## config.mk

```make
export PLATFORM = sky130hd
export DESIGN_NAME = median_linebuf_sequencer_flat
export DESIGN_NICKNAME = d
export VERILOG_FILES = /design/src/rtl/median_linebuf_sequencer_if.sv /design/src/rtl/median_linebuf_sequencer.sv /design/src/flat_wrapper.sv
export SDC_FILE = /design/constraint.sdc
export NUM_CORES = 1
export LEC_CHECK = 0
export BUFFER_PORTS_ARGS = -buffer_cell sky130_fd_sc_hd__buf_2
export CAP_MARGIN = 5
export CORE_MARGIN = 1.5
export CORE_UTILIZATION = 35
export CTS_CLUSTER_SIZE = 20
export DETAILED_ROUTE_END_ITERATION = 12
export GPL_ROUTABILITY_DRIVEN = 0
export PLACE_DENSITY_LB_ADDON = 0.1
export SLEW_MARGIN = 10
export SYNTH_ARGS = -nofsm -noshare
export SYNTH_HDL_FRONTEND = slang
export SYNTH_SLANG_ARGS = --single-unit
```

## constraint.sdc

```tcl
create_clock -name clk -period 4.75 [get_ports clk]
set_clock_uncertainty 0.15 [all_clocks]
set_input_delay 0.7125 -clock clk [delete_from_list [all_inputs] [get_ports clk]]
set_output_delay 0.7125 -clock clk [all_outputs]
set_load 0.03 [all_outputs]
```

## src/rtl/median_linebuf_sequencer_if.sv

```systemverilog
// median_linebuf_sequencer_if: pixel, window and line-buffer enable signals of the median sequencer
// master: sequencer side (takes pix_valid/out_ready, drives enables and window outputs)
// slave: pixel source, line-buffer controller and median kernel side
interface median_linebuf_sequencer_if #(
  parameter int NLINES = 10,
  parameter int AWIDTH = 11
);
  logic              pix_valid;
  logic              pix_ready;
  logic              out_ready;
  logic              clken;
  logic [NLINES-2:0] line_en;
  logic              pad;
  logic              win_valid;
  logic [AWIDTH-1:0] out_row;
  logic [AWIDTH-1:0] out_col;
  logic              border;
  modport master (
    input  pix_valid, out_ready,
    output pix_ready, clken, line_en, pad, win_valid, out_row, out_col, border
  );
  modport slave (
    output pix_valid, out_ready,
    input  pix_ready, clken, line_en, pad, win_valid, out_row, out_col, border
  );
endinterface

```

## src/rtl/median_linebuf_sequencer.sv

```systemverilog
// median_linebuf_sequencer: frame sequencer for the median filter's cascaded line-buffer chain
// clk/rst_n: clock, asynchronous active-low reset
// start/width/height: frame start pulse and geometry, latched when start is accepted in IDLE
// bus: pixel handshake, stage enables (clken, line_en), pad, window valid/centre/border
// busy/frame_done/cfg_err: frame in progress, end-of-frame pulse, rejected-start pulse
module median_linebuf_sequencer #(
  parameter int NLINES = 10,
  parameter int HALF   = 5,
  parameter int AWIDTH = 11
) (
  input  logic                      clk,
  input  logic                      rst_n,
  input  logic                      start,
  input  logic [AWIDTH-1:0]         width,
  input  logic [AWIDTH-1:0]         height,
  median_linebuf_sequencer_if.master bus,
  output logic                      busy,
  output logic                      frame_done,
  output logic                      cfg_err
);
  // row_in runs HALF rows past height during flush, so it gets one extra bit
  localparam int RW = AWIDTH + 1;
  localparam logic [AWIDTH-1:0] ONE    = AWIDTH'(1);
  localparam logic [AWIDTH-1:0] HALF_A = AWIDTH'(HALF);
  localparam logic [AWIDTH-1:0] MIN_W  = AWIDTH'(2 * HALF + 1);
  localparam logic [AWIDTH-1:0] MIN_H  = AWIDTH'(HALF + 1);
  typedef enum logic [1:0] {IDLE, RUN, FLUSH, DONE} state_t;
  state_t            state;
  logic [AWIDTH-1:0] w, h, col_in, r_next, out_row, out_col;
  logic [RW-1:0]     row_in;
  logic              advance, col_last, win, border_next, win_valid, border;
  assign advance = bus.out_ready & (((state == RUN) & bus.pix_valid) | (state == FLUSH));
  assign col_last = col_in == w - ONE;
  assign win = row_in >= RW'(HALF);
  assign r_next = AWIDTH'(row_in - RW'(HALF));
  assign border_next = (col_in < HALF_A) | (col_in > w - ONE - HALF_A) |
                       (r_next < HALF_A) | (r_next > h - ONE - HALF_A);
  // stage k (k=2..NLINES) starts once row k-2 has been pushed through stage k-1
  for (genvar i = 0; i < NLINES - 1; i++) begin : g_en
    assign bus.line_en[i] = advance & (row_in >= RW'(i + 1));
  end
  assign bus.pix_ready = (state == RUN) & bus.out_ready;
  assign bus.clken     = advance;
  assign bus.pad       = state == FLUSH;
  assign bus.win_valid = win_valid;
  assign bus.out_row   = out_row;
  assign bus.out_col   = out_col;
  assign bus.border    = border;
  always_ff @(posedge clk or negedge rst_n) begin
    if (!rst_n) begin
      state      <= IDLE;
      w          <= '0;
      h          <= '0;
      col_in     <= '0;
      row_in     <= '0;
      win_valid  <= 1'b0;
      out_row    <= '0;
      out_col    <= '0;
      border     <= 1'b0;
      busy       <= 1'b0;
      frame_done <= 1'b0;
      cfg_err    <= 1'b0;
    end else begin
      frame_done <= 1'b0;
      cfg_err    <= 1'b0;
      // window data appears one cycle after its advance (SRAM read latency)
      win_valid  <= advance & win;
      if (advance & win) begin
        out_row <= r_next;
        out_col <= col_in;
        border  <= border_next;
      end
      if (advance) begin
        col_in <= col_last ? '0 : col_in + ONE;
        row_in <= col_last ? row_in + RW'(1) : row_in;
      end
      case (state)
        IDLE:
          if (start) begin
            if (width >= MIN_W && height >= MIN_H) begin
              state  <= RUN;
              w      <= width;
              h      <= height;
              col_in <= '0;
              row_in <= '0;
              busy   <= 1'b1;
            end else begin
              cfg_err <= 1'b1;
            end
          end
        RUN:
          if (advance & col_last & (row_in == {1'b0, h - ONE})) state <= FLUSH;
        FLUSH:
          if (advance & col_last & (row_in == {1'b0, h} + RW'(HALF - 1))) begin
            state      <= DONE;
            busy       <= 1'b0;
            frame_done <= 1'b1;
          end
        default: state <= IDLE;
      endcase
    end
  end
endmodule

```

## src/flat_wrapper.sv

```systemverilog
// flat-port wrapper written by rule: the top's interface ports become plain ports
module median_linebuf_sequencer_flat 
#(
  parameter int NLINES = 10,
  parameter int HALF   = 5,
  parameter int AWIDTH = 11
)
  (clk, rst_n, start, width, height, busy, frame_done, cfg_err, bus_pix_valid, bus_out_ready, bus_pix_ready, bus_clken, bus_line_en, bus_pad, bus_win_valid, bus_out_row, bus_out_col, bus_border);
  median_linebuf_sequencer_if #(.NLINES(NLINES), .AWIDTH(AWIDTH)) bus_i ();
  input  logic clk;
  input  logic rst_n;
  input  logic start;
  input  logic [AWIDTH-1:0] width;
  input  logic [AWIDTH-1:0] height;
  output logic busy;
  output logic frame_done;
  output logic cfg_err;
  input wire logic [$bits(bus_i.pix_valid)-1:0] bus_pix_valid;
  input wire logic [$bits(bus_i.out_ready)-1:0] bus_out_ready;
  output wire logic [$bits(bus_i.pix_ready)-1:0] bus_pix_ready;
  output wire logic [$bits(bus_i.clken)-1:0] bus_clken;
  output wire logic [$bits(bus_i.line_en)-1:0] bus_line_en;
  output wire logic [$bits(bus_i.pad)-1:0] bus_pad;
  output wire logic [$bits(bus_i.win_valid)-1:0] bus_win_valid;
  output wire logic [$bits(bus_i.out_row)-1:0] bus_out_row;
  output wire logic [$bits(bus_i.out_col)-1:0] bus_out_col;
  output wire logic [$bits(bus_i.border)-1:0] bus_border;
  assign bus_i.pix_valid = bus_pix_valid;
  assign bus_i.out_ready = bus_out_ready;
  assign bus_pix_ready = bus_i.pix_ready;
  assign bus_clken = bus_i.clken;
  assign bus_line_en = bus_i.line_en;
  assign bus_pad = bus_i.pad;
  assign bus_win_valid = bus_i.win_valid;
  assign bus_out_row = bus_i.out_row;
  assign bus_out_col = bus_i.out_col;
  assign bus_border = bus_i.border;
  median_linebuf_sequencer #(.NLINES(NLINES), .HALF(HALF), .AWIDTH(AWIDTH)) u_core (.clk(clk), .rst_n(rst_n), .start(start), .width(width), .height(height), .bus(bus_i), .busy(busy), .frame_done(frame_done), .cfg_err(cfg_err));
endmodule
```

==> impl_metrics.yaml <==
synthesis:
  async_flop_share_pct: 100
  postSynth.topFlopCell: "sky130_fd_sc_hd__dfrtp_1"
  synth_enable_flop_cells: 0
  synth_register_bits: 74
  netlist-cell-type-count: 75
  syn-instance-count: 695
  mappedNetlistNets: 760
  syn_area_per_cell_um2: 8.47
  synth_warnings: 0
  yosysSeqAreaShare_pct: 31.5
  syn_area_um2: 5890
place:
  post-place-ws_ns: 0.750
  dp_hpwl_mm: 12.1
  port-buffer-count: 65
  numPlacedInstances: 941
floorplanning:
  core_region_area_um2: 16500
  die_area_um2: 17600
  floorplan.rows: 47
  die-width_um: 133
  io_pins: 66
  chipHeight_um: 133
  initial_utilization_pct: 35.6
worst_setup_path:
  worst_path_dominant_cell_family: "simple AND/OR/NAND/NOR gates"
  cp_data_arrival_time_ns: 4.15
  worstSetupEndpointType: "flip-flop"
  slowest_cell_on_crit_path: "sky130_fd_sc_hd__a2111oi_0"
  rr_startpoint: "u_core.h[2]"
  worst_ep_required_time_ns: 4.83
  critical_path_depth: 14
  critical_path_buf_inv_count: 1
  r2r_slack_ns: 0.68
  timing.critical_path.from_type: "flip-flop"
  worst-r2r-cell-count: 14
  critical_path.max_stage_delay_ns: 0.51
  criticalPathCategory: "reg2reg"
  critical_path.cell_chain: "inv_1 > ha_1 > or3b_2 > and2_1 > o21ai_0 > maj3_1 > nor4_1 > nor3b_1 > xnor2_1 > ha_1 > a2111oi_0 > a21oi_1 > a21boi_0 > a2bb2oi_1"
  cp_common_cell: "sky130_fd_sc_hd__ha_1"
  r2r_end: "u_core.bus.border"
  critPathMaxFanout: 7
pwr:
  power.density_nw_per_um2: 274
  max-vdd-ir-drop_mv: 0.160
  static_leakage_uw: 0.00307
cts:
  ctsHoldBuffers: 0
  post_cts_resize_count: 0
  clk_path_buf_depth: 2
  insertion_delay_ns: 0.35
  clock_sink_count: 74
  ctsHtreeMaxLevel: 3
  cts-root-buf: "sky130_fd_sc_hd__clkbuf_16"
  clock_transition_at_the_registers_of_the_reported_paths_ns: 0.06
  tritoncts_clock_tree: "built"
  postCtsSetupRepairBufs: 0
  cts-buffers-inserted: 9
timing:
  shortest_clock_period_the_worst_path_allows_after_layout_ns: 4.07
  fin_worst_hold_slack_ns: 0.316
  final_min_period_over_clock_period_pct: 85.8
  setup_viol: 0
  max_freq_mhz: 245
  slew_viol_final: 0
  timing.final.hold_violations: 0
  final.setup.tns_ns: 0
  final_critical_path_setup_slack_ns: 0.676
  worst_slew_pin_slew_ns: 0.970
  max_slew_margin_pct: 35.3
  grt_setup_unrepaired: "no"
outcome:
  result_of_the_run: "finished clean"
final_layout:
  area_growth_from_synthesis_to_final_layout_pct: 12.8
  num-fill-cells: 1698
  multiInputGateArea_um2: 3720
  n_antenna_cell: 0
  num-nets-final: 797
  regArea_um2: 1850
  final-instance-count-excl-fill: 956
  post_route_cells_drive_above_1_share_pct: 16.0
global_route:
  first_global_vias: 4824
  antenna_found_initial: 0
  grt_pass1_wl_mm: 26.2
  global_route.usage.total_pct: 18.9
  grt_start_max_net_pins: 75
  globalRoute.totalOverflow: 0
route:
  vias: 5134
  drc: 0
  vias_per_cell: 5.37
  met3WireLength_um: 733
  first_pass_iters: 5
  routed_wl_mm: 16.2
  routedWlPerCell_um: 16.9
  drt.antenna.violating_nets: 0
  maxUsedRoutingLayer: "met4"
  detail_route.wirelength.met1_mm: 8.26
  drt-initial-drc-count: 282
  met2RoutedLength_mm: 6.91
hold_path:
  min_path_type: "reg2reg"
  worst_hold_path.num_cells: 2
  worstHoldStart: "u_core.bus.out_row[8]"
  hold_path_endpoint: "u_core.bus.out_row[8]"
run:
  maxCapViolations: 0
tightest hold or removal path: cells and delay by family, from the launching register on:
| family | cells | cell delay [ns] |
|---|---|---|
| DFF | 1 | 0.33 |
| and+or+nand+nor | 2 | 0.10 |
synthesized netlist by cell type, types with 3 or more instances:
master / number / area share, %
sky130_fd_sc_hd__nor2_1: 46 / 2.9
sky130_fd_sc_hd__or4_1: 7 / 0.89
sky130_fd_sc_hd__mux2_2: 14 / 2.7
sky130_fd_sc_hd__nor3_1: 17 / 1.4
sky130_fd_sc_hd__xnor3_1: 3 / 1.1
sky130_fd_sc_hd__a21o_1: 7 / 0.89
sky130_fd_sc_hd__ha_1: 38 / 8.1
sky130_fd_sc_hd__buf_1: 3 / 0.19
sky130_fd_sc_hd__or2_2: 3 / 0.32
sky130_fd_sc_hd__nand4_1: 21 / 2.2
sky130_fd_sc_hd__a211oi_1: 3 / 0.38
sky130_fd_sc_hd__xnor2_1: 43 / 6.4
sky130_fd_sc_hd__and2_1: 9 / 0.96
sky130_fd_sc_hd__o21a_1: 16 / 2.0
sky130_fd_sc_hd__or3_1: 4 / 0.43
sky130_fd_sc_hd__inv_1: 34 / 2.2
sky130_fd_sc_hd__nor4_1: 13 / 1.4
sky130_fd_sc_hd__nor3b_1: 3 / 0.38
sky130_fd_sc_hd__nand3_1: 22 / 1.9
sky130_fd_sc_hd__nand2b_1: 10 / 1.1
sky130_fd_sc_hd__nand2_1: 96 / 6.1
sky130_fd_sc_hd__clkbuf_1: 35 / 2.2
sky130_fd_sc_hd__o31ai_1: 4 / 0.51
sky130_fd_sc_hd__dfrtp_1: 74 / 31
sky130_fd_sc_hd__a21oi_1: 24 / 2.0
sky130_fd_sc_hd__xor2_1: 27 / 4.0
sky130_fd_sc_hd__and4_1: 3 / 0.45
sky130_fd_sc_hd__a2111oi_0: 3 / 0.45
sky130_fd_sc_hd__buf_2: 4 / 0.34
sky130_fd_sc_hd__o22ai_1: 3 / 0.32
sky130_fd_sc_hd__nor2b_1: 9 / 0.96
sky130_fd_sc_hd__o21ai_0: 35 / 3.0
sky130_fd_sc_hd__and3_1: 3 / 0.32
sky130_fd_sc_hd__mux2i_1: 9 / 1.5
power breakdown:
group          internal [uW]  leakage, uW  switching [uW]
Combinational            153      0.00199             214
Clock                    416     0.000140             282
Sequential               680     0.000939            73.1
Total                   1250      0.00307             569
per-stage QoR:
step | util [%] | total power [uW] | area, um2
6_report | 40.2 | 1820 | 6640
3_5_place_dp | 38.4 | 1140 | 6350
5_1_grt | 40.2 | 1910 | 6640
3_3_place_gp | 38.4 | 1130 | 6350
2_1_floorplan | - | 1000 | 5890
4_1_cts | 40.2 | 1840 | 6640
worst max-delay path by stage:
stage | from | end | slack, ns
2_1_floorplan | u_core.h[2] | u_core.bus.border | 0.94
3_3_place_gp | u_core.h[2] | u_core.bus.border | 0.88
3_5_place_dp | u_core.h[2] | u_core.bus.border | 0.75
4_1_cts | u_core.w[0] | u_core.bus.border | 0.72
5_1_grt | u_core.h[2] | u_core.bus.border | 0.22
6_report | u_core.h[2] | u_core.bus.border | 0.68
routing by layer:
metal,up-vias,track usage [%]
met5,-,0
met4,0,6.72
met3,22,2.84
met2,134,28.0
met1,2469,27.9
li1,2509,-
sequential cells by signal, summed over array words and instances (netlist names):
signal / cells
u_core.row_in: 12
u_core.bus.border: 1
u_core.busy: 1
u_core.w: 11
u_core.bus.out_col: 11
u_core.h: 11
u_core.state: 2
u_core.col_in: 11
u_core.frame_done: 1
u_core.bus.win_valid: 1
u_core.cfg_err: 1
u_core.bus.out_row: 11
cell families after synthesis:
kind of cell	Yosys count	share of synthesized area, %
buf+inv	79	5.31
flops	74	31.5
fa+ha+maj	39	8.25
compound gates	125	14.3
xor+xnor	74	11.8
mux	24	4.46
simple gates	280	24.4
layout make-up:
type                    instances  area share [%]
inverters                      35            1.98
repair buffers                 70            5.50
clock inverters                 5           0.829
clock buffers                  10            3.60
flip-flops and latches         74            27.9
multi-input cells             542            56.1
well taps                     220            4.14
cells in the final DEF, fill, tap and decap left out, types with 3 or more instances in the layout:
cell / count
sky130_fd_sc_hd__clkbuf_16: 9
sky130_fd_sc_hd__xnor2_1: 43
sky130_fd_sc_hd__o21ai_0: 35
sky130_fd_sc_hd__buf_4: 6
sky130_fd_sc_hd__or4_1: 7
sky130_fd_sc_hd__ha_1: 38
sky130_fd_sc_hd__nand4_1: 21
sky130_fd_sc_hd__nor2_1: 45
sky130_fd_sc_hd__xor2_1: 27
sky130_fd_sc_hd__nor3b_1: 3
sky130_fd_sc_hd__buf_2: 64
sky130_fd_sc_hd__or3_1: 4
sky130_fd_sc_hd__o21a_1: 16
sky130_fd_sc_hd__xnor3_1: 3
sky130_fd_sc_hd__o31ai_1: 4
sky130_fd_sc_hd__inv_1: 34
sky130_fd_sc_hd__dfrtp_1: 74
sky130_fd_sc_hd__or2_2: 3
sky130_fd_sc_hd__and3_1: 3
sky130_fd_sc_hd__and2_1: 9
sky130_fd_sc_hd__o22ai_1: 3
sky130_fd_sc_hd__a2111oi_0: 3
sky130_fd_sc_hd__mux2i_1: 9
sky130_fd_sc_hd__nor4_1: 13
sky130_fd_sc_hd__a21o_1: 7
sky130_fd_sc_hd__nand2_1: 96
sky130_fd_sc_hd__nand2b_1: 10
sky130_fd_sc_hd__and4_1: 3
sky130_fd_sc_hd__nor2b_1: 9
sky130_fd_sc_hd__nand3_1: 22
sky130_fd_sc_hd__mux2_2: 14
sky130_fd_sc_hd__a211oi_1: 3
sky130_fd_sc_hd__a21oi_1: 24
sky130_fd_sc_hd__nor3_1: 17
Power figures use the tool's default switching activity.
